$ cat src/rtl/spram_arbiter.sv
// Two-port (fetch I / load-store D) arbiter in front of a single-port 32-bit SPRAM.
// Optional stall counters are built when SPRAM_ARB_PERF_CNT_EN is defined.
module spram_arbiter #(
    parameter int unsigned MAX_D_STREAK = 4
) (
    input  logic        clk,
    input  logic        rst,

    input  logic        i_req,
    input  logic [13:0] i_addr,
    output logic        i_gnt,
    output logic        i_rvalid,
    output logic [31:0] i_rdata,

    input  logic        d_req,
    input  logic [13:0] d_addr,
    input  logic        d_wen,
    input  logic [3:0]  d_ben,
    input  logic [31:0] d_wdata,
    output logic        d_gnt,
    output logic        d_rvalid,
    output logic [31:0] d_rdata,

    output logic [13:0] mem_addr,
    output logic [31:0] mem_wdata,
    output logic        mem_wen,
    output logic [3:0]  mem_ben,
    input  logic [31:0] mem_rdata
`ifdef SPRAM_ARB_PERF_CNT_EN
    ,
    output logic [31:0] i_stall_cnt,
    output logic [31:0] d_stall_cnt
`endif
);

    // state    | meaning
    // OWN_NONE | nothing issued last cycle, no response due
    // OWN_I    | fetch read issued last cycle, i_rvalid due now
    // OWN_D    | data read/write issued last cycle, d_rvalid due now
    localparam logic [1:0] OWN_NONE = 2'd0;
    localparam logic [1:0] OWN_I    = 2'd1;
    localparam logic [1:0] OWN_D    = 2'd2;

    localparam logic [3:0] STREAK_MAX = 4'(MAX_D_STREAK);

    logic [3:0]  r_streak;
    logic [1:0]  r_owner;
    logic [13:0] r_addr_hold;

    logic        w_streak_hit;
    logic        w_gnt_i;
    logic        w_gnt_d;

    // D wins contention until it has taken STREAK_MAX grants in a row over a waiting I.
    assign w_streak_hit = (r_streak == STREAK_MAX);
    assign w_gnt_d      = ~rst & d_req & ~(i_req & w_streak_hit);
    assign w_gnt_i      = ~rst & i_req & ~w_gnt_d;

    assign i_gnt = w_gnt_i;
    assign d_gnt = w_gnt_d;

    always_comb begin
        mem_addr  = r_addr_hold;
        mem_wdata = d_wdata;
        mem_wen   = 1'b0;
        mem_ben   = 4'b0000;
        if (w_gnt_d) begin
            mem_addr = d_addr;
            mem_wen  = d_wen;
            mem_ben  = d_ben;
        end else if (w_gnt_i) begin
            mem_addr = i_addr;
            mem_ben  = 4'b1111;
        end
    end

    always_ff @(posedge clk) begin
        if (rst) begin
            r_streak    <= 4'd0;
            r_owner     <= OWN_NONE;
            r_addr_hold <= 14'd0;
        end else begin
            if (!i_req || w_gnt_i) begin
                r_streak <= 4'd0;
            end else if (w_gnt_d && !w_streak_hit) begin
                r_streak <= r_streak + 4'd1;
            end

            if (w_gnt_d) begin
                r_owner <= OWN_D;
            end else if (w_gnt_i) begin
                r_owner <= OWN_I;
            end else begin
                r_owner <= OWN_NONE;
            end

            if (w_gnt_d || w_gnt_i) begin
                r_addr_hold <= mem_addr;
            end
        end
    end

    // Response of an access caught by reset is dropped, not delivered.
    assign i_rvalid = ~rst & (r_owner == OWN_I);
    assign d_rvalid = ~rst & (r_owner == OWN_D);
    assign i_rdata  = mem_rdata;
    assign d_rdata  = mem_rdata;

`ifdef SPRAM_ARB_PERF_CNT_EN
    logic [31:0] r_i_stall;
    logic [31:0] r_d_stall;

    always_ff @(posedge clk) begin
        if (rst) begin
            r_i_stall <= 32'd0;
            r_d_stall <= 32'd0;
        end else begin
            if (i_req && !w_gnt_i) begin
                r_i_stall <= r_i_stall + 32'd1;
            end
            if (d_req && !w_gnt_d) begin
                r_d_stall <= r_d_stall + 32'd1;
            end
        end
    end

    assign i_stall_cnt = r_i_stall;
    assign d_stall_cnt = r_d_stall;
`endif

endmodule

$ cat config.mk
export PLATFORM = sky130hd
export DESIGN_NAME = spram_arbiter
export DESIGN_NICKNAME = d
export VERILOG_FILES = /design/src/rtl/spram_arbiter.sv
export SDC_FILE = /design/constraint.sdc
export NUM_CORES = 1
export LEC_CHECK = 0
export ABC_CLOCK_PERIOD_IN_PS = 2050
export BUFFER_PORTS_ARGS = -buffer_cell sky130_fd_sc_hd__buf_2
export CAP_MARGIN = 0
export CORE_AREA = 2 2 85 87
export CTS_BUF_LIST = sky130_fd_sc_hd__clkbuf_4 sky130_fd_sc_hd__clkbuf_8 sky130_fd_sc_hd__clkbuf_16
export CTS_CLUSTER_DIAMETER = 30
export DETAILED_ROUTE_END_ITERATION = 16
export DIE_AREA = 0 0 87 89
export PLACE_DENSITY = 0.69
export SLEW_MARGIN = 15
export SYNTH_ARGS = -nofsm -noshare
export SYNTH_HDL_FRONTEND = slang
export SYNTH_SLANG_ARGS = --single-unit
$ cat constraint.sdc
create_clock -name clk -period 2.05 [get_ports clk]
set_input_delay 0.615 -clock clk [delete_from_list [all_inputs] [get_ports clk]]
set_output_delay 0.615 -clock clk [all_outputs]
set_load 0.005 [all_outputs]
# After elaboration in Yosys (flattened, before gate mapping)
# Cells that the tools add are included.
[totals]
reg_bits = 20
in_bits = 101
[classes]
addsub = 1
n_eq_ne = 3
mux = 7
bitwise = 10
n_reduce_logical = 7
[op_table]
columns = ["op", "n"]
rows = [
  ["two-way mux 14 bit", 2],
  ["two-way mux 4 bit", 2],
  ["bitwise AND 1 bit", 7],
  ["adder 4 x 1 -> 4 bit (second input constant)", 1],
  ["== test 4 x 3 -> 1 bit (second input constant)", 1],
  ["OR reduction 2 bit", 2],
  ["inverter 1 bit", 3],
  ["== test 2 x 1 -> 1 bit (second input constant)", 1],
  ["== test 2 bit (second input constant)", 1],
  ["logical NOT 1 bit", 2],
  ["logical OR 1 bit", 2],
  ["two-way mux 1 bit", 2],
  ["two-way mux 2 bit", 1],
  ["logical AND 1 bit", 1],
]

# Depth between registers and ports, before layout
[depth]
word_depth = 8
mapped_depth = 6
depth_no_buf = 5

# Worst setup path before layout
# OpenSTA, ideal clock, no wires.
[synth_timing]
path_type = "input-to-output"
start = "input d_req"
end = "output mem_addr[0]"
arrival_time_ns = 1.508
required_time_ns = 1.435
path_slack_ns = -0.073
cell_stages = 6
cell_sequence = "buf_4 -> nor2b_1 -> buf_4 -> buf_4 -> a32oi_1 -> nand2_1"
[synth_via]
elab_chain_len = 6
[synth_lines]
columns = ["item", "line_no", "source"]
rows = [
  ["from (decl)", "15", "input logic d_req,"],
  ["bitwise AND 1 bit (*) (2 in series)", "56", "assign w_gnt_d = ~rst & d_req & ~(i_req & w_streak_hit);"],
  ["inverter 1 bit", "57", "assign w_gnt_i = ~rst & i_req & ~w_gnt_d;"],
  ["bitwise AND 1 bit", "57", ""],
  ["two-way mux 14 bit", "71", "end else if (w_gnt_i) begin"],
  ["two-way mux 14 bit (*)", "67", "if (w_gnt_d) begin"],
  ["to (decl)", "24", "output logic [13:0] mem_addr,"],
]
# Mark *: on every way between the ends. The rest lies on a longest branch, timed or not.

# Worst setup path after layout
[layout_timing]
start = "register r_streak[0]"
end = "output mem_addr[8]"
[layout_via]
elab_chain_len = 8
[layout_lines]
columns = ["item", "line_no", "source"]
rows = [
  ["from (decl)", "46", "logic [3:0] r_streak;"],
  ["from (signal assigned)", "86", "r_streak <= r_streak + 4'd1;"],
  ["== test 4 x 3 -> 1 bit (*)", "55", "assign w_streak_hit = (r_streak == STREAK_MAX);"],
  ["bitwise AND 1 bit (*)", "56", ""],
  ["inverter 1 bit (*)", "56", ""],
  ["bitwise AND 1 bit (*)", "56", ""],
  ["inverter 1 bit", "57", ""],
  ["bitwise AND 1 bit", "57", ""],
  ["two-way mux 14 bit", "71", ""],
  ["two-way mux 14 bit (*)", "67", ""],
]
# Marked as above.

==> metrics <==
most frequent cells in the layout=buf_2 (58), buf_4 (29), dfxtp_1 (17), inv_1 (15), nand2_1 (15); total CTS buffers=3; Cell Rows=30; WHS Path Cells=2; cell area power density=507 nW/um^2; drt drc=0; Net count, final=335; crit start category=register; Final Util=0.318; initial core utilization=0.297; Flop pwr share=0.384; worst skew pair latency=0.26 ns; initial DRC count=37; max_cap viols=0; largest net degree at the start of global routing=15; FF-to-FF Start=r_streak[0]$_SDFFE_PP0P_; drt pass-1 iters=4; worst-case reg-to-reg path depth=7; Synth area leaders=buf_4 (37%), dfxtp_1 (20%), a32oi_1 (6.1%), a211oi_2 (4.4%), a211o_2 (3.5%); H-tree depth=1; CTS tree=built; failing checks=setup timing; syn avg cell area=8.18 um^2; initial antenna violation count=0; FF+latch count, synth=20; I/O pin cnt=220; Final Hold Slack=0.513 ns; Setup WS pre-CTS=-0.133 ns; share of layout cells above drive strength 1=0.597; antenna fix cells=0; P_int=0.000805 W; die height=89 um; multi-input logic area=923 um^2; worst slew pin tran=0.330 ns; WL final=5850 um; CP startpoint=r_streak[0]$_SDFFE_PP0P_; Layout Area Growth over Synthesis=7.02%; Tcrit/Tclk final=1.07; first-pass GRT wire length=8380 um; core area=6720 um^2; skew final=0.00437 ns; final setup margin=-0.146 ns; gp weighted congestion=0.697; worst min path class=register to register; Combinational Power Share=0.249; CP endpoint kind=output port; syn_nets=347; net load switching power=0.000278 W; hold_buf cts=0; Switching Share=0.257; Syn Inst Count=244; Slew Limit Fails=0; Unique masters post-synth=30; Die Area=7740 um^2; WP data arrival=1.58 ns; # port buffers=59; Reg2Reg Setup Slack=0.52 ns; commonest non-fill, non-tap cell in the layout=buf_2; top cell type's share of synthesized area=0.372; Routed wire per std cell=18.8 um; Clock Path Buffers=2; RSZ-0062 raised after global routing=yes; Clk network pwr share=0.367; Leakage=1.05 nW; clk root buf=clkbuf_8; clock sinks=20; Mapped Area=2000 um^2; synthesis warning total=0; relative slew slack=0.780; post-synthesis sequential area ratio=0.201; via/cell ratio=4.99; dpl hpwl=4050 um; VDD IR max=219 uV; via count=1,551; number of global-route vias before repair=1,557; outcome=finished with violations; final hold vios=0; Reg clk slew, reported paths=0.08 ns; # setup viols final=19; GRT Total Usage=0.143; register area=404 um^2; Antenna Nets Post-Route=0; Die Span X=87 um; Critical R2R Capture=r_addr_hold[6]$_SDFFE_PP0P_; Worst Path Max Fanout=5; Achievable Freq=455 MHz; HP Start=r_addr_hold[9]$_SDFFE_PP0P_; filler instances=719; Hold Path End=r_addr_hold[9]$_SDFFE_PP0P_; Finished Cell Area=2140 um^2; Synth area leader=buf_4; Post-Place Cell Area=1820 um^2; worst path required time=1.43 ns; total grt overflow=0; worst setup path class=register to output port; fin crit period=2.20 ns; TNS Setup=-2.07 ns
synthesized netlist by cell type, drive strengths merged:
cell type and instances:
a211o 14, a211oi 14, a21o 4, a21oi 2, a32oi 14, and2 2, and3 1, buf 108
clkbuf 2, dfxtp 20, ha 2, inv 17, nand2 15, nand2b 1, nand3 1, nand3b 1
nand4b 1, nor2 14, nor2b 1, nor3 4, nor3b 2, o21bai 1, or2 1, xnor2 1
xor2 1
power groups by stage:
stage | combinational (W) | sequential, W | clock (W)
5_1_grt | 0.000295 | 0.000418 | 0.000438
3_5_place_dp | 0.000239 | 0.000423 | 0
4_1_cts | 0.000271 | 0.000416 | 0.000415
6_report | 0.000270 | 0.000416 | 0.000398
3_3_place_gp | 0.000235 | 0.000422 | 0
2_1_floorplan | 0.000279 | 0.000422 | 0
sequential cells by signal, summed over array words and instances, names as in the netlist:
name	cells
r_streak	4
r_addr_hold	14
r_owner	2
worst max path at each step:
stage | cells past startpoint | end
after global routing | 7 | mem_addr[7]
after floorplan | 6 | mem_ben[0]
after global placement | 5 | mem_addr[7]
final | 7 | mem_addr[8]
after CTS | 7 | mem_addr[7]
after detailed placement | 5 | mem_addr[2]
cells by family after synthesis:
logic type / synth area share
flops: 0.201
simple gates: 0.115
compound gates: 0.223
xor+xnor: 0.00878
buf+inv: 0.440
fa+ha+maj: 0.0125
layout make-up:
cell class / count / share of cell area
clock inverters: 1 / 0.0141
flip-flops and latches: 20 / 0.189
repair buffers: 90 / 0.268
well taps: 80 / 0.0469
multi-input cells: 100 / 0.432
clock buffers: 3 / 0.0193
inverters: 17 / 0.0299
through the flow:
step	total power, W	std cells
after floorplan	0.000700	244
after global placement	0.000657	294
after detailed placement	0.000662	294
after CTS	0.00110	311
after global routing	0.00115	311
final	0.00108	311
metal layers:
layer	track usage	wire length, um	vias to the layer above
met1	0.146	2080	719
met4	0.0497	151	2
met3	0.0591	690	16
met2	0.256	2850	102
met5	0.0714	84	-
li1	-	-	712
critical path, cell delays in order (launching register included):
cell	delay [ns]
dfxtp_2	0.33
inv_2	0.06
ha_4	0.15
buf_4	0.14
nand3b_4	0.12
a211o_4	0.35
nand2_1	0.07
buf_2	0.10
what timing repair did:
action	4_1_cts	5_1_grt
pin swaps	29	3
setup buffers	9	0
gates cloned	4	0
setup endpoints to repair	21	21
resized for setup	24	1
No activity file was read; power rests on OpenSTA's default activity.
